`config.mk`:
```
export PLATFORM = sky130hd
export DESIGN_NAME = dmem_arbiter
export DESIGN_NICKNAME = d
export VERILOG_FILES = /design/src/rtl/dmem_arb_pkg.sv /design/src/rtl/dmem_arb_starve_ctr.sv /design/src/rtl/dmem_arbiter.sv
export SDC_FILE = /design/constraint.sdc
export NUM_CORES = 1
export LEC_CHECK = 0
export CORE_AREA = 2 2 114 116
export DETAILED_ROUTE_END_ITERATION = 10
export DIE_AREA = 0 0 116 118
export PLACE_DENSITY = 0.82
export SETUP_SLACK_MARGIN = 0.2
export SKIP_CTS_REPAIR_TIMING = 1
export SYNTH_ARGS = -nofsm -noshare
export SYNTH_HDL_FRONTEND = slang
export SYNTH_SLANG_ARGS = --single-unit
```
`constraint.sdc`:
```
create_clock -name clk -period 3.6 [get_ports clk]
set_clock_uncertainty 0.1 [all_clocks]
set_input_delay 0.36 -clock clk [delete_from_list [all_inputs] [get_ports clk]]
set_output_delay 0.36 -clock clk [all_outputs]
set_load 0.02 [all_outputs]
```
`src/rtl/dmem_arb_pkg.sv`:
```
// dmem_arb_pkg: shared types and constants for the data-memory arbiter.
//   state_t  : arbiter FSM states
//   owner_t  : which requester owns the RAM port in the current cycle
//   DMEM_N_DEF : default address/data width
//   STARVE_W   : width of the external-requester starvation counter
package dmem_arb_pkg;

   localparam int unsigned DMEM_N_DEF = 32;
   localparam int unsigned STARVE_W   = 8;
   localparam int unsigned GRANT_W    = 16;

   typedef enum logic [1:0] {
      ARB    = 2'd0,
      RD_CPU = 2'd1,
      RD_EXT = 2'd2
   } state_t;

   typedef enum logic [1:0] {
      OWN_NONE = 2'd0,
      OWN_CPU  = 2'd1,
      OWN_EXT  = 2'd2
   } owner_t;

   // Saturating increment for the grant statistics counters.
   function automatic logic [GRANT_W-1:0] sat_inc16(input logic [GRANT_W-1:0] v);
      return (v == {GRANT_W{1'b1}}) ? v : v + GRANT_W'(1);
   endfunction

endpackage

```
`src/rtl/dmem_arb_starve_ctr.sv`:
```
// dmem_arb_starve_ctr: saturating wait counter for the external requester.
// Ports:
//   clk, reset      : clock, asynchronous active-low reset
//   i_inc           : external requester waited this cycle
//   i_clr           : external requester granted or idle (wins over i_inc)
//   o_starved_c     : counter has reached STARVE_LIMIT
module dmem_arb_starve_ctr
   import dmem_arb_pkg::*;
#(
   parameter int unsigned STARVE_LIMIT = 4
) (
   input  logic clk,
   input  logic reset,
   input  logic i_inc,
   input  logic i_clr,
   output logic o_starved_c
);

   logic [STARVE_W-1:0] r_cnt;

   // Clear has priority; increment sticks at all-ones.
   always_ff @(posedge clk or negedge reset) begin
      if (!reset) begin
         r_cnt <= '0;
      end else if (i_clr) begin
         r_cnt <= '0;
      end else if (i_inc && (r_cnt != {STARVE_W{1'b1}})) begin
         r_cnt <= r_cnt + STARVE_W'(1);
      end
   end

   assign o_starved_c = (r_cnt >= STARVE_W'(STARVE_LIMIT));

endmodule

```
`src/rtl/dmem_arbiter.sv`:
```
// dmem_arbiter: shares a single-port synchronous-read data RAM between the
// CPU data port (fixed priority) and one external requester whose wait is
// bounded by a starvation counter.
// Ports:
//   clk, reset                       : clock, asynchronous active-low reset
//   cpu_req/we/addr/wdata            : CPU access request
//   cpu_rdata, cpu_ready             : CPU read data / access complete
//   ext_valid/we/addr/wdata          : external access request
//   ext_ready                        : external request issued to RAM
//   ext_rvalid, ext_rdata            : external read return pulse / data
//   mem_we/addr/wdata, mem_rdata     : RAM port (read data one cycle late)
//   cpu_grant_cnt, ext_grant_cnt     : grant statistics, only when
//                                      DMEM_ARB_STATS_EN is defined
module dmem_arbiter
   import dmem_arb_pkg::*;
#(
   parameter int unsigned N            = DMEM_N_DEF,
   parameter int unsigned STARVE_LIMIT = 4
) (
   input  logic         clk,
   input  logic         reset,
   input  logic         cpu_req,
   input  logic         cpu_we,
   input  logic [N-1:0] cpu_addr,
   input  logic [N-1:0] cpu_wdata,
   output logic [N-1:0] cpu_rdata,
   output logic         cpu_ready,
   input  logic         ext_valid,
   input  logic         ext_we,
   input  logic [N-1:0] ext_addr,
   input  logic [N-1:0] ext_wdata,
   output logic         ext_ready,
   output logic         ext_rvalid,
   output logic [N-1:0] ext_rdata,
   output logic         mem_we,
   output logic [N-1:0] mem_addr,
   output logic [N-1:0] mem_wdata,
   input  logic [N-1:0] mem_rdata
`ifdef DMEM_ARB_STATS_EN
   ,
   output logic [15:0]  cpu_grant_cnt,
   output logic [15:0]  ext_grant_cnt
`endif
);

   state_t       r_state;
   state_t       w_state_nxt;
   owner_t       w_owner;
   logic         w_starved;
   logic         w_ext_grant;
   logic [N-1:0] r_cpu_rdata;
   logic [N-1:0] r_ext_rdata;

   dmem_arb_starve_ctr #(
      .STARVE_LIMIT (STARVE_LIMIT)
   ) u_starve (
      .clk         (clk),
      .reset       (reset),
      .i_inc       (ext_valid & ~w_ext_grant),
      .i_clr       (~ext_valid | w_ext_grant),
      .o_starved_c (w_starved)
   );

   assign w_ext_grant = (w_owner == OWN_EXT);

   // State register.
   always_ff @(posedge clk or negedge reset) begin
      if (!reset) begin
         r_state <= ARB;
      end else begin
         r_state <= w_state_nxt;
      end
   end

   // Grant decision, RAM drive and handshakes. Everything is gated by reset
   // so the combinational outputs drop to 0 the moment reset asserts.
   always_comb begin
      w_state_nxt = r_state;
      w_owner     = OWN_NONE;
      mem_we      = 1'b0;
      mem_addr    = '0;
      mem_wdata   = '0;
      cpu_ready   = 1'b0;
      ext_ready   = 1'b0;
      if (reset) begin
         case (r_state)
            ARB: begin
               if (ext_valid && w_starved) begin
                  w_owner = OWN_EXT;
               end else if (cpu_req) begin
                  w_owner = OWN_CPU;
               end else if (ext_valid) begin
                  w_owner = OWN_EXT;
               end
               case (w_owner)
                  OWN_CPU: begin
                     mem_we    = cpu_we;
                     mem_addr  = cpu_addr;
                     mem_wdata = cpu_wdata;
                     cpu_ready = cpu_we;
                     if (!cpu_we) w_state_nxt = RD_CPU;
                  end
                  OWN_EXT: begin
                     mem_we    = ext_we;
                     mem_addr  = ext_addr;
                     mem_wdata = ext_wdata;
                     ext_ready = 1'b1;
                     if (!ext_we) w_state_nxt = RD_EXT;
                  end
                  default: ;
               endcase
            end
            RD_CPU: begin
               cpu_ready   = 1'b1;
               w_state_nxt = ARB;
            end
            RD_EXT: begin
               w_state_nxt = ARB;
            end
            default: begin
               w_state_nxt = ARB;
            end
         endcase
      end
   end

   // Read-data holding registers: capture the RAM word on its return cycle.
   always_ff @(posedge clk or negedge reset) begin
      if (!reset) begin
         r_cpu_rdata <= '0;
         r_ext_rdata <= '0;
      end else begin
         if (r_state == RD_CPU) r_cpu_rdata <= mem_rdata;
         if (r_state == RD_EXT) r_ext_rdata <= mem_rdata;
      end
   end

   // Return cycle passes the RAM word straight through; otherwise hold.
   assign cpu_rdata  = (r_state == RD_CPU) ? mem_rdata : r_cpu_rdata;
   assign ext_rdata  = (r_state == RD_EXT) ? mem_rdata : r_ext_rdata;
   assign ext_rvalid = (r_state == RD_EXT);

`ifdef DMEM_ARB_STATS_EN
   logic [GRANT_W-1:0] r_cpu_grant_cnt;
   logic [GRANT_W-1:0] r_ext_grant_cnt;

   // Saturating per-requester grant counters.
   always_ff @(posedge clk or negedge reset) begin
      if (!reset) begin
         r_cpu_grant_cnt <= '0;
         r_ext_grant_cnt <= '0;
      end else begin
         if (w_owner == OWN_CPU) r_cpu_grant_cnt <= sat_inc16(r_cpu_grant_cnt);
         if (w_owner == OWN_EXT) r_ext_grant_cnt <= sat_inc16(r_ext_grant_cnt);
      end
   end

   assign cpu_grant_cnt = r_cpu_grant_cnt;
   assign ext_grant_cnt = r_ext_grant_cnt;
`endif

endmodule

```
### Word level (Yosys, flattened, before mapping)

Cells that the tools add are included.

| word-level totals | value |
|---|---|
| bits in registers | 74 |

| cells by class | value |
|---|---|
| add/subtract/negate cells | 1 |
| order comparisons | 1 |
| eq/ne operators | 9 |
| multiplexer cells | 30 |
| bitwise operators | 4 |
| reductions and logical operators | 5 |

Operators with widths:

| kind | number |
|---|---|
| $mux W32 | 6 |
| $pmux W32 S2 | 2 |
| $mux W2 | 10 |
| $mux W8 | 2 |
| $add A8 B1 Y8 const B | 1 |
| $ge A8 B3 Y1 const B | 1 |
| $ne A8 B8 Y1 const B | 1 |
| $mux W1 | 7 |
| $eq A2 B2 Y1 const B | 3 |
| $ne A3 B3 Y1 const B | 2 |
| $eq A2 B1 Y1 const B | 2 |
| $pmux W1 S2 | 2 |
| $pmux W2 S2 | 1 |
| $reduce_and A4 Y1 | 1 |
| $ne A3 B1 Y1 const B | 1 |
| $logic_and A1 B1 Y1 | 2 |
| $logic_not A2 Y1 | 1 |
| $not A1 Y1 | 2 |
| $reduce_bool A2 Y1 | 1 |
| $and A1 B1 Y1 | 1 |
| $or A1 B1 Y1 | 1 |

### Depth between registers and ports, before layout

| logic depth | value |
|---|---|
| depth after elaboration | 13 |
| gate-level depth with buffers | 7 |

### By module

A second synthesis with hierarchy kept.

| unflattened totals | value |
|---|---|
| cells, all modules | 370 |
| area, all modules | 4216.5 um2 |

By module, submodules not included:

| module | times used | cells an instance | area each (um2) | seq. area each (um2) |
|---|---|---|---|---|
| dmem_arbiter | 1 | 317 | 3679.8 | 1651.6 |
| dmem_arb_starve_ctr | 1 | 53 | 536.8 | 200.2 |

### Worst setup path before layout

OpenSTA, ideal clock, no wires.

| timing | value |
|---|---|
| kind | flip-flop to output port |
| start | reg u_starve.r_cnt[5] |
| end | out mem_wdata[24] |
| arrival | 1.647 ns |
| data required time | 3.140 ns |
| path slack | 1.493 ns |
| cell stages (with the launch flop) | 8 |
| cell sequence | dfrtp_1 -> buf_6 -> nor4b_4 -> a21oi_1 -> buf_2 -> buf_6 -> buf_6 -> mux2i_1 |

| on the way | value |
|---|---|
| word-level cells in the longest chain between the ends | 9 |
| elaborated cells on any way between the ends | 10 |
| classes of those cells | order compare: 1; eq/ne: 2; mux: 6; reduce/logical: 1 |

Ends and longest elaborated chain:

| what | RTL line | source |
|---|---|---|
| start, declared | dmem_arb_starve_ctr.sv:19 | `logic [STARVE_W-1:0] r_cnt;` |
| start signal, assigned | dmem_arb_starve_ctr.sv:28 | `r_cnt <= r_cnt + STARVE_W'(1);` |
| $ge A8 B3 Y1 * | dmem_arb_starve_ctr.sv:32 | `assign o_starved_c = (r_cnt >= STARVE_W'(STARVE_LIMIT));` |
| $logic_and A1 B1 Y1 * | dmem_arbiter.sv:88 | `if (ext_valid && w_starved) begin` |
| $mux W2 * | dmem_arbiter.sv:88 |  |
| $mux W2 * | dmem_arbiter.sv:86 | `case (r_state)` |
| $mux W2 * | dmem_arbiter.sv:85 | `if (reset) begin` |
| $eq A2 B2 Y1 or $eq A2 B1 Y1 (tied branches) | dmem_arbiter.sv:95 | `case (w_owner)` |
| $pmux W32 S2 * | dmem_arbiter.sv:95 |  |
| $mux W32 * | dmem_arbiter.sv:86 |  |
| $mux W32 * | dmem_arbiter.sv:85 |  |
| end, declared | dmem_arbiter.sv:37 | `output logic [N-1:0] mem_wdata,` |

Mark *: on every way between the ends. The rest lies on a longest branch, timed or not. The select of a mux whose other input is x is not followed.

### Worst setup path in the final report

| timing | value |
|---|---|
| start | reg u_starve.r_cnt[5] |
| end | out mem_wdata[29] |

Same word-level chain as after synthesis.

==> flow_metrics.tcl <==
set metrics [dict create \
    antenna_found_initial 0 \
    post_route_cells_drive_above_1_share_pct 13.9 \
    synth_seq_cells 74 \
    drt_wl_total_um 16000 \
    rr_worst_depth 4 \
    cts_buffer_depth 2 \
    final_area_sq_um 7960 \
    finalHoldViolCount 0 \
    ir_worst_vdd_v 0.000253 \
    drc 0 \
    synthCells 443 \
    cp-end-kind "output port" \
    coreArea_sq_um 12400 \
    maxSlewViolCount 0 \
    track_usage_pct 22.4 \
    numCtsBuffers 9 \
    vias 4648 \
    first_iter_violations 327 \
    synth-main-ff-cell "dfrtp_1" \
    grt_max_degree 78 \
    met1_length_um 6110 \
    gr-total-overflow 0 \
    critPathLaunchType "flip-flop" \
    synth.distinct_cells 36 \
    fillers 999 \
    required_ns 3.14 \
    wl_met2_um 8150 \
    clkSlewWorstSetupHoldPaths_ns 0.06 \
    cts_tree "done" \
    synth_edf_count 0 \
    cts.sinks 74 \
    period_share_pct 83.4 \
    dieArea_sq_um 13700 \
    path_max_fanout 34 \
    synth_common_cells "nand3_1 (133), dfrtp_1 (74), mux2i_1 (65)" \
    multi_input_area_sq_um 2400 \
    finalSetupViolations 0 \
    ys_warn_count 0 \
    fin_tns_setup_ns 0 \
    route.top_layer_used "met4" \
    yosys.area.top_type "dfrtp_1" \
    io_buffers 297 \
    die_x_um 116 \
    dpl.hpwl_um 12200 \
    p_leak_nw 3.07 \
    wl_met3_um 1420 \
    first_pass_iters 5 \
    rsz0062_at_grt "no" \
    drv_cap 0 \
    final_nets 885 \
    io_pins 298 \
    async_flop_share_pct 100 \
    rows 41 \
    synth_nets 611 \
    max_slew_margin_pct 38.2 \
    syn_avg_cell_area_sq_um 10.2 \
    syn_area_sq_um 4510 \
    power.density_nw_per_um2 518 \
    die-height_um 118 \
    first_global_vias 4693 \
    fmax_mhz 333 \
    synth_top_area_share_pct 41.1 \
    placed_area_sq_um 7640 \
    syn_to_final_growth_pct 76.5 \
    cp.arrival_ns 2.54 \
    via_per_inst 5.20 \
    yosysMostFrequentCell "nand3_1" \
    grt_pass1_wl_um 24400 \
    antenna_left 0 \
    start_util_pct 36.3 \
    antenna-diode-count 0 \
    regArea_sq_um 1850 \
    clockRootBuffer "clkbuf_16" \
    hp-class "in -> async" \
    h-tree-depth 3 \
    place_congestion 0.865 \
    clk_latency_ns 0.32 \
    synthTopCellsByArea "dfrtp_1 (41%), mux2_2 (16%), nand3_1 (15%)" \
    path_class "reg -> out" \
    status "complete, no violations" \
    post_drt_wl_per_cell_um 18.0 \
    fin_crit_ns 3.00 \
    ys_seq_area_share_pct 41.1 \
    worstMarginPinSlew_ns 0.927 \
]
==> state kept, by name, summed over array words and instances (netlist names) <==
| signal | cells |
|---|---|
| r_cpu_rdata | 32 |
| r_ext_rdata | 32 |
| u_starve.r_cnt | 8 |
| r_state | 2 |
==> cells by family (layout without fill, tap and decap cells) <==
kind of cell	after synthesis	count (layout)	synth area share, %
mux	129	129	30.4
compound gates	17	17	2.50
buf+inv	56	334	6.08
simple gates	165	165	19.4
fa+ha+maj	2	2	0.555
flops	74	74	41.1
==> cell type report <==
type / instances / share of cell area [%]
inverters: 6 / 0.283
well taps: 172 / 2.70
flip-flops and latches: 74 / 23.3
repair buffers: 313 / 39.8
multi-input cells: 313 / 30.2
clock inverters: 4 / 0.660
clock buffers: 11 / 3.05
==> path summary, 6_finish.rpt <==
path	start	end	slack, ns
setup reg to reg	r_state[0]$_DFFE_PN0P_	u_starve.r_cnt[4]$_DFFE_PN0P_	1.71
max in group asynchronous	reset	r_ext_rdata[2]$_DFF_PN0_	2.61
hold reg to reg	r_cpu_rdata[18]$_DFF_PN0_	r_cpu_rdata[18]$_DFF_PN0_	0.39
min in group clk	r_cpu_rdata[18]$_DFF_PN0_	r_cpu_rdata[18]$_DFF_PN0_	0.39
setup / recovery	u_starve.r_cnt[5]$_DFFE_PN0P_	mem_wdata[29]	0.60
hold / removal	reset	r_ext_rdata[18]$_DFF_PN0_	0.19
==> power by group <==
group / internal [mW] / leakage (nW) / switching, mW / total (mW)
Clock: 0.552 / 0.146 / 0.320 / 0.872
Combinational: 1.06 / 2.03 / 0.987 / 2.05
Sequential: 1.12 / 0.889 / 0.0843 / 1.20
==> per-layer routing <==
layer,up-vias,track usage [%]
li1,2157,-
met1,2255,26.5
met2,209,38.7
met3,27,5.72
met4,0,7.96
met5,-,0
==> cells in the final DEF (no fill, tap or decap), types with 2 or more instances in the layout <==
master,n
mux2i_1,65
ha_1,2
buf_4,9
buf_12,7
clkinv_4,2
a21oi_1,3
o21ai_0,2
mux2_2,63
clkdlybuf4s50_1,295
nor3_1,8
a41oi_1,2
nor4b_1,2
nand2_1,5
dfrtp_1,74
nand3_1,133
buf_2,2
nand4_1,4
clkbuf_16,9
a31oi_1,4
inv_1,6
==> per-stage QoR <==
stage | worst slack (ns) | utilization [%] | total power, mW | cells | hold slack, ns
after floorplan | 1.49 | - | 2.23 | 443 | -0.0356
after global placement | 0.705 | 61.6 | 3.21 | 877 | 0.374
after detailed placement | 0.632 | 61.6 | 3.27 | 877 | 0.383
after CTS | 0.310 | 63.9 | 4.16 | 892 | 0.228
after global routing | 0.525 | 64.1 | 4.32 | 893 | 0.284
final | 0.599 | 64.1 | 4.12 | 893 | 0.188
==> worst max-delay path, cell delays in order (launching register included) <==
cell             delay (ns)
dfrtp_1                0.58
nor4b_4                0.11
a21oi_4                0.27
buf_12                 0.29
mux2i_1                0.29
clkdlybuf4s50_1        0.66
Note: power is estimated with default switching activity, not from simulation.
